File: config.mk
export PLATFORM = sky130hd
export DESIGN_NAME = fetch_ctrl
export DESIGN_NICKNAME = d
export VERILOG_FILES = /design/src/rtl/cpu_pkg.sv /design/src/rtl/fetch_ctrl.sv
export SDC_FILE = /design/constraint.sdc
export NUM_CORES = 1
export LEC_CHECK = 0
export BUFFER_PORTS_ARGS = -buffer_cell sky130_fd_sc_hd__buf_2
export CAP_MARGIN = 15
export CORE_MARGIN = 2
export CORE_UTILIZATION = 55
export DETAILED_ROUTE_END_ITERATION = 10
export GPL_TIMING_DRIVEN = 1
export PLACE_DENSITY = 0.82
export SYNTH_ARGS = -nofsm -noshare
export SYNTH_HDL_FRONTEND = slang
export SYNTH_SLANG_ARGS = --single-unit
File: constraint.sdc
create_clock -name clk -period 4.6 [get_ports clk]
set_input_delay 0.92 -clock clk [delete_from_list [all_inputs] [get_ports clk]]
set_output_delay 0.92 -clock clk [all_outputs]
set_load 0.02 [all_outputs]
File: src/rtl/cpu_pkg.sv
// cpu_pkg: shared opcode/state enums and instruction field positions for the accumulator CPU.
package cpu_pkg;
    localparam int INSTR_W  = 9;
    localparam int OPC_W    = 5;
    localparam int OPND_W   = 4;
    localparam int OPC_LSB  = 4;
    localparam int OPND_LSB = 0;
    typedef enum logic [4:0] {
        OP_ADD = 0, OP_SUB, OP_AND, OP_OR, OP_XOR, OP_NOT, OP_SHL, OP_SHR,
        OP_LDI, OP_LD, OP_ST, OP_INC, OP_DEC, OP_NEG, OP_ADDI, OP_SUBI,
        OP_MOV, OP_LOADM, OP_CMP, OP_STOREM, OP_NOP, OP_SLT,
        OP_BEQ = 22, OP_RB = 23, OP_AB = 24, OP_DONE = 31
    } opcode_t;
    typedef enum logic [2:0] {IDLE, FETCH, EXEC, MEM_WAIT, HALT} state_t;
endpackage

File: src/rtl/fetch_ctrl.sv
// fetch_ctrl: multi-cycle fetch/decode/branch sequencer for the accumulator CPU.
// Optional FETCH_CTRL_CYCLE_CNT_EN adds a saturating busy-cycle counter output.
module fetch_ctrl #(
    parameter int PC_W    = 10,
    parameter int INSTR_W = 9
) (
    input  logic               clk,
    input  logic               reset,
    input  logic               start,
    output logic [PC_W-1:0]    instr_addr,
    input  logic [INSTR_W-1:0] instr_rdata,
    input  logic [7:0]         acc_in,
    input  logic [7:0]         val_in,
    output logic [4:0]         opcode,
    output logic [3:0]         operand,
    output logic               instr_valid,
    output logic               mem_req,
    input  logic               mem_ack,
    output logic               done
`ifdef FETCH_CTRL_CYCLE_CNT_EN
    ,
    output logic [15:0]        cycle_count
`endif
);
    import cpu_pkg::*;

    state_t state, state_nx;
    logic [PC_W-1:0] pc, pc_nx, pc_inc;
    logic cond_flag, cond_nx;
    logic [INSTR_W-1:0] instr_q;
    logic [4:0] op_x;
    logic mem_op;

    assign op_x       = instr_rdata[OPC_LSB +: OPC_W];
    assign mem_op     = (op_x == OP_LOADM) || (op_x == OP_STOREM);
    assign pc_inc     = pc + PC_W'(1);
    assign instr_addr = pc;
    assign done       = (state == HALT);

    always_comb begin
        state_nx    = state;
        pc_nx       = pc;
        cond_nx     = cond_flag;
        opcode      = '0;
        operand     = '0;
        instr_valid = 1'b0;
        mem_req     = 1'b0;
        case (state)
            IDLE, HALT: if (start) begin
                pc_nx    = '0;
                cond_nx  = 1'b0;
                state_nx = FETCH;
            end
            FETCH: state_nx = EXEC;
            EXEC: begin
                opcode      = op_x;
                operand     = instr_rdata[OPND_LSB +: OPND_W];
                instr_valid = !mem_op;
                mem_req     = mem_op;
                state_nx    = mem_op ? MEM_WAIT : (op_x == OP_DONE) ? HALT : FETCH;
                // memory ops advance pc on ack; halt keeps pc on the done instruction
                if (!mem_op && op_x != OP_DONE)
                    pc_nx = (op_x == OP_RB && cond_flag) ? pc + {{(PC_W-8){val_in[7]}}, val_in} :
                            (op_x == OP_AB && cond_flag) ? PC_W'(val_in) : pc_inc;
                if (op_x == OP_BEQ)
                    cond_nx = (acc_in == val_in);
                else if (op_x == OP_RB || op_x == OP_AB)
                    cond_nx = 1'b0;
            end
            MEM_WAIT: begin
                opcode  = instr_q[OPC_LSB +: OPC_W];
                operand = instr_q[OPND_LSB +: OPND_W];
                mem_req = 1'b1;
                if (mem_ack) begin
                    instr_valid = 1'b1;
                    pc_nx       = pc_inc;
                    state_nx    = FETCH;
                end
            end
            default: state_nx = IDLE;
        endcase
    end

    always_ff @(posedge clk) begin
        if (reset) begin
            state     <= IDLE;
            pc        <= '0;
            cond_flag <= 1'b0;
            instr_q   <= '0;
        end else begin
            state     <= state_nx;
            pc        <= pc_nx;
            cond_flag <= cond_nx;
            if (state == EXEC)
                instr_q <= instr_rdata;
        end
    end

`ifdef FETCH_CTRL_CYCLE_CNT_EN
    always_ff @(posedge clk) begin
        if (reset || ((state == IDLE || state == HALT) && start))
            cycle_count <= '0;
        else if (state inside {FETCH, EXEC, MEM_WAIT} && cycle_count != 16'hFFFF)
            cycle_count <= cycle_count + 16'd1;
    end
`endif
endmodule

==> impl_metrics.ini, run 1 <==
[worst_setup_path]
critPathLaunchType = flop
path_cells = nor3b_2, nand2_1, nand2_1, buf_2
cp_common_cell = nand2_1
cp-end-kind = output port
crit_buf_inv = 1
crit_required_ps = 3680
cpPeakStageDelay_ps = 820
worstSetupPathType = flop to output port
cp_max_fo = 15
slowest_stage = nor3b_2
arrival_ps = 2110
path_delay_family = simple AND/OR/NAND/NOR gates

[die]
die_x_um = 65.14
die_h_um = 65.14
ios = 51
initial_core_util = 0.5658
rows = 22
fp.coreArea_sq_um = 3633
die_area_sq_um = 4243

[hold_path]
hold_class = flop to flop

[timing]
tns_ps = 0
tightest_slew_ps = 944.7
timing.slew.headroom = 0.3675
finalCriticalPeriod_ps = 3025
rsz0062_at_grt = no
final.setup.worst_slack_ps = 1575
hold_slack_ps = 460.2
skew_ps = 4.711
slew_violations = 0
setup_viol = 0
hold_viol_final = 0
fmax_mhz = 330.6
min_period_over_period = 0.6576

[yosys]
synth_area_per_cell_sq_um = 7.290
ys_ff_latch = 23
netlist_top_cells_area = dfxtp_1 22%, nand2_1 9.9%, ha_1 6.1%
synth_edf_count = 0
yosys_most_used_dff = dfxtp_1
yosysWarnings = 0
async_reset_ff_frac = 0
yosysSeqAreaShare = 0.2240
yosysTopAreaCell = dfxtp_1
synthCells = 282
synth_nets = 322
yosysTopAreaCellShare = 0.2240
synth.distinct_cells = 59
syn-cell-area_sq_um = 2056

[grt]
grt_overflow_total = 0
grt_max_degree = 24
antenna_found_initial = 0
grt_pass1_wl_um = 9204
grt.total_usage = 0.2760
grt_pass1_vias = 1995

[clock_network]
cts_tree = yes
clockBufferDepth = 2
cts.sink_count = 23
numCtsBuffers = 3
clock_latency_ps = 280
clk_pin_slew_ps = 100
cts_setup_buffers = 0
root_buffer = clkbuf_8
ctsResizeCount = 0
holdBufCountCts = 0
h-tree-depth = 1

[route]
drcViolationCount = 0
viasPerCell = 6.213
drt-wirelength-per-cell_um = 15.15
vias = 2305
dr.pass1.iters = 5
drtIter0Drc = 218
drt.antenna.violating_nets = 0
drt-total-wl_um = 5621

[placement]
io_buffers = 50
placedCellCount = 367
dp_worst_setup_slack_ps = 1881
post-dp-hpwl_um = 4172
globalplace.congestion = 0.9593

[power_and_ir_drop]
switching_share = 0.3462
pwr-share-seq = 0.445
p_per_area_nw_per_um2 = 209.3
internal-power_uw = 320.9
combinationalPowerShare = 0.273
pwr-share-clk = 0.282
cellLeakagePower_nw = 1.012
irDropWorstVdd_mv = 0.1319
p_sw_uw = 169.9
p_total_uw = 490.8

[cells_and_area]
drive_above_1_share = 0.1920
area_delta_synth_final_pct = 14.06
antennaDiodeCount = 0
stdcell_count = 371
fin_nets = 364
n_fill_cell = 361
layout_common_cells = 54 x nand2_1, 50 x buf_2, 25 x nor2_1
mostFrequentLayoutCell = nand2_1

[run]
drv_cap = 0

[outcome]
status = finished, final reports clean
## path summary, 6_finish.rpt
kind                                               from                          to  depth (start not counted)  slack, ps
worst max-delay path              state[1]$_SDFFE_PP0P_                   opcode[4]                          4       1570
worst min-delay path            instr_q[4]$_SDFFE_PP0P_     instr_q[4]$_SDFFE_PP0P_                          2        460
worst max register to register    state[1]$_SDFFE_PP0P_  instr_addr[6]$_SDFFE_PP0P_                          5       2000
worst min register to register  instr_q[4]$_SDFFE_PP0P_     instr_q[4]$_SDFFE_PP0P_                          2        460
## logic make-up after synthesis
| family | Yosys count | share of synthesized area |
|---|---|---|
| AO/OA/AOI/OAI | 80 | 0.2666 |
| XOR/XNOR | 15 | 0.06391 |
| multiplexers | 2 | 0.009739 |
| AND/OR/NAND/NOR | 129 | 0.3159 |
| adder cells (fa/ha/maj) | 11 | 0.07060 |
| buffers and inverters | 22 | 0.04930 |
| flip-flops | 23 | 0.2240 |
## synthesized netlist by cell type, types with 3 or more instances
cell type  number
o21bai_1        3
xnor2_1         6
nor2_1         25
o211ai_1        3
or3_1           6
o21ai_0         8
a221oi_1        3
clkbuf_1        7
nand2_1        54
o21ai_1         7
ha_1           10
a211oi_1        8
inv_1           9
buf_2           3
o31ai_1         4
nor3_1          4
a21oi_1        17
nor4_1          5
nor2b_1         3
xor2_1          9
dfxtp_1        23
a31oi_1         7
nand3_1         9
## power groups by stage
stage	combinational, mW	sequential [mW]	clock [mW]
2_1_floorplan	0.0875	0.224	0
5_1_grt	0.148	0.220	0.144
4_1_cts	0.132	0.218	0.138
3_3_place_gp	0.129	0.223	0
3_5_place_dp	0.131	0.223	0
6_report	0.134	0.219	0.138
## tightest hold or removal path: stages (launching register included)
cell and delay (ps):
dfxtp_1 320, nand2_1 50, a21oi_1 50
## stage by stage
| stage | util | area [sq um] |
|---|---|---|
| floorplan | - | 2056 |
| global placement | 0.6326 | 2298 |
| detailed placement | 0.6326 | 2298 |
| CTS | 0.6453 | 2345 |
| global route | 0.6453 | 2345 |
| finish | 0.6453 | 2345 |
## cell type report
class / count / area [sq um] / area share
inverters: 9 / 33.78 / 0.01441
repair buffers: 50 / 250.2 / 0.1067
clock buffers: 3 / 41.29 / 0.01761
multi-input cells: 237 / 1494 / 0.6371
clock inverters: 1 / 5.005 / 0.002134
flip-flops and latches: 23 / 460.4 / 0.1964
well taps: 48 / 60.06 / 0.02561
## metal layers
| layer | routed length [um] | track usage | vias up |
|---|---|---|---|
| li1 | - | - | 1125 |
| met1 | 2487 | 0.3790 | 1071 |
| met2 | 2590 | 0.4652 | 101 |
| met3 | 483 | 0.03253 | 8 |
| met4 | 59 | 0.06510 | 0 |
| met5 | 0 | 0 | - |
## registers in the layout (all words and copies together) (netlist names)
| register | cells |
|---|---|
| instr_q | 9 |
| state | 3 |
| instr_addr | 10 |
| cond_flag | 1 |
(Power assumes the default switching activity.)
==> run 2, diff against run 1 <==
ABC_AREA = 1   (was default)
CORE_UTILIZATION = 54   (was 55)
PLACE_DENSITY = 0.81   (was 0.82)
clock period = 2.8 ns   (was 4.6 ns; I/O delays follow)
==> impl_metrics.ini, run 2 <==
[worst_setup_path]
arrival_ps = 1700
crit_required_ps = 2240
worstSetupPathType = flop to output port
cp-startpoint = state[0]$_SDFFE_PP0P_
cp_max_fo = 16
critPathLaunchType = flop
cp-end-kind = output port
worstReg2RegStart = instr_addr[0]$_SDFFE_PP0P_

[yosys]
yosysSeqAreaShare = 0.2213
yosys.cell_count.top_type = nand2_1
netlist_top_cells_area = dfxtp_1 22%, nand2_1 19%, nand3_1 9.1%
yosysWarnings = 0
ys_ff_latch = 23
yosysTopAreaCell = dfxtp_1
yosys_most_used_dff = dfxtp_1
yosysTopAreaCellShare = 0.2213
async_reset_ff_frac = 0
synth.distinct_cells = 32
synth_common_cells = 107 x nand2_1, 38 x nand3_1, 37 x a21oi_1, 32 x inv_1, 31 x nor2_1
synth_edf_count = 0
synthCells = 350
synth_nets = 390
synth_area_per_cell_sq_um = 5.945
syn-cell-area_sq_um = 2081

[clock_network]
clockBufferDepth = 2
clk_pin_slew_ps = 90
cts.sink_count = 23
h-tree-depth = 1
cts_setup_buffers = 0
clock_latency_ps = 270
holdBufCountCts = 0
root_buffer = clkbuf_8
cts_tree = yes
ctsResizeCount = 0
numCtsBuffers = 3

[run]
drv_cap = 0

[timing]
fmax_mhz = 443.0
timing.slew.headroom = 0.6417
min_period_over_period = 0.8061
slew_violations = 0
setup_viol = 0
tns_ps = 0
tightest_slew_ps = 535.9
rsz0062_at_grt = no
skew_ps = 5.331
final.setup.worst_slack_ps = 542.9
finalCriticalPeriod_ps = 2257
hold_viol_final = 0

[hold_path]
worstHoldStart = instr_q[8]$_SDFFE_PP0P_
hold_class = flop to flop

[die]
die_x_um = 66.08
die_h_um = 66.08
ios = 51
fp.coreArea_sq_um = 3689
die_area_sq_um = 4366
initial_core_util = 0.5641
rows = 22

[placement]
dp_worst_setup_slack_ps = 714.7
globalplace.congestion = 0.8761
io_buffers = 50
post-dp-hpwl_um = 4307

[cells_and_area]
layout_common_cells = 107 x nand2_1, 50 x buf_2, 38 x nand3_1
mostFrequentLayoutCell = nand2_1
antennaDiodeCount = 0
fin_nets = 437
drive_above_1_share = 0.1667
area_delta_synth_final_pct = 14.73
largest_reg_flops = 10

[route]
drt-wirelength-per-cell_um = 12.76
drt.antenna.violating_nets = 0
viasPerCell = 5.482
drcViolationCount = 0
drt-total-wl_um = 5667
vias = 2434
drtIter0Drc = 143
dr.pass1.iters = 7

[grt]
grt_pass1_vias = 2057
grt_pass1_wl_um = 9170
grt.total_usage = 0.2704
antenna_found_initial = 0
grt_max_degree = 21
grt_overflow_total = 0

[power_and_ir_drop]
cellLeakagePower_nw = 1.225
p_per_area_nw_per_um2 = 469.6
irDropWorstVdd_mv = 0.3722

[outcome]
status = finished, final reports clean
-- run 2: layout make-up --
cell class              count  area [sq um]
flip-flops and latches     23         460.4
clock inverters             1         5.005
well taps                  48         60.06
fillers                   382          1301
repair buffers             52         265.3
inverters                  36         135.1
multi-input cells         281          1420
clock buffers               3         41.29
-- run 2: critical path: stages, from the launching register on --
cell and delay [ps]:
dfxtp_1 370, nand2_1 80, inv_1 70, nand2_2 110
inv_1 430, nand2_1 110, nand2_1 90, buf_2 160
-- run 2: stage by stage --
stage                 util  total power, mW  instance area (sq um)  cells  hold WS, ps
floorplan                -           0.7873                   2081    350        434.0
global placement    0.6347           0.8971                   2341    440        448.1
detailed placement  0.6347           0.9084                   2341    440        452.4
CTS                 0.6472            1.119                   2387    444        465.3
global route        0.6472            1.210                   2387    444        483.8
finish              0.6472            1.121                   2387    444        464.1
-- run 2: final timing paths --
path | endpoint | slack [ps] | depth (start not counted)
worst min register to register | instr_q[8]$_SDFFE_PP0P_ | 460 | 2
worst max-delay path | opcode[4] | 540 | 7
worst min-delay path | instr_q[8]$_SDFFE_PP0P_ | 460 | 2
worst max register to register | instr_addr[6]$_SDFFE_PP0P_ | 890 | 12
-- run 2: layer usage --
metal / track usage / share of wire / up-vias
li1: - / - / 1244
met1: 0.3668 / 0.46 / 1082
met2: 0.4419 / 0.46 / 100
met3: 0.04089 / 0.067 / 8
met4: 0.08163 / 0.016 / 0
met5: 0 / 0 / -
-- run 2: power breakdown --
part           switching, mW  leakage, nW  internal (mW)  total [mW]
logic                  0.311         1.01          0.184       0.495
registers             0.0517        0.188          0.363       0.414
clock network          0.113       0.0255         0.0996       0.212
total                  0.475         1.22          0.646        1.12
-- run 2: cells by family (layout without fill, tap and decap cells) --
group | after synthesis | in the layout | share of synthesized area
compound gates | 66 | 66 | 0.1714
xor+xnor | 10 | 10 | 0.04209
fa+ha+maj | 11 | 11 | 0.06975
buf+inv | 46 | 92 | 0.09621
flops | 23 | 23 | 0.2213
simple gates | 194 | 194 | 0.3993
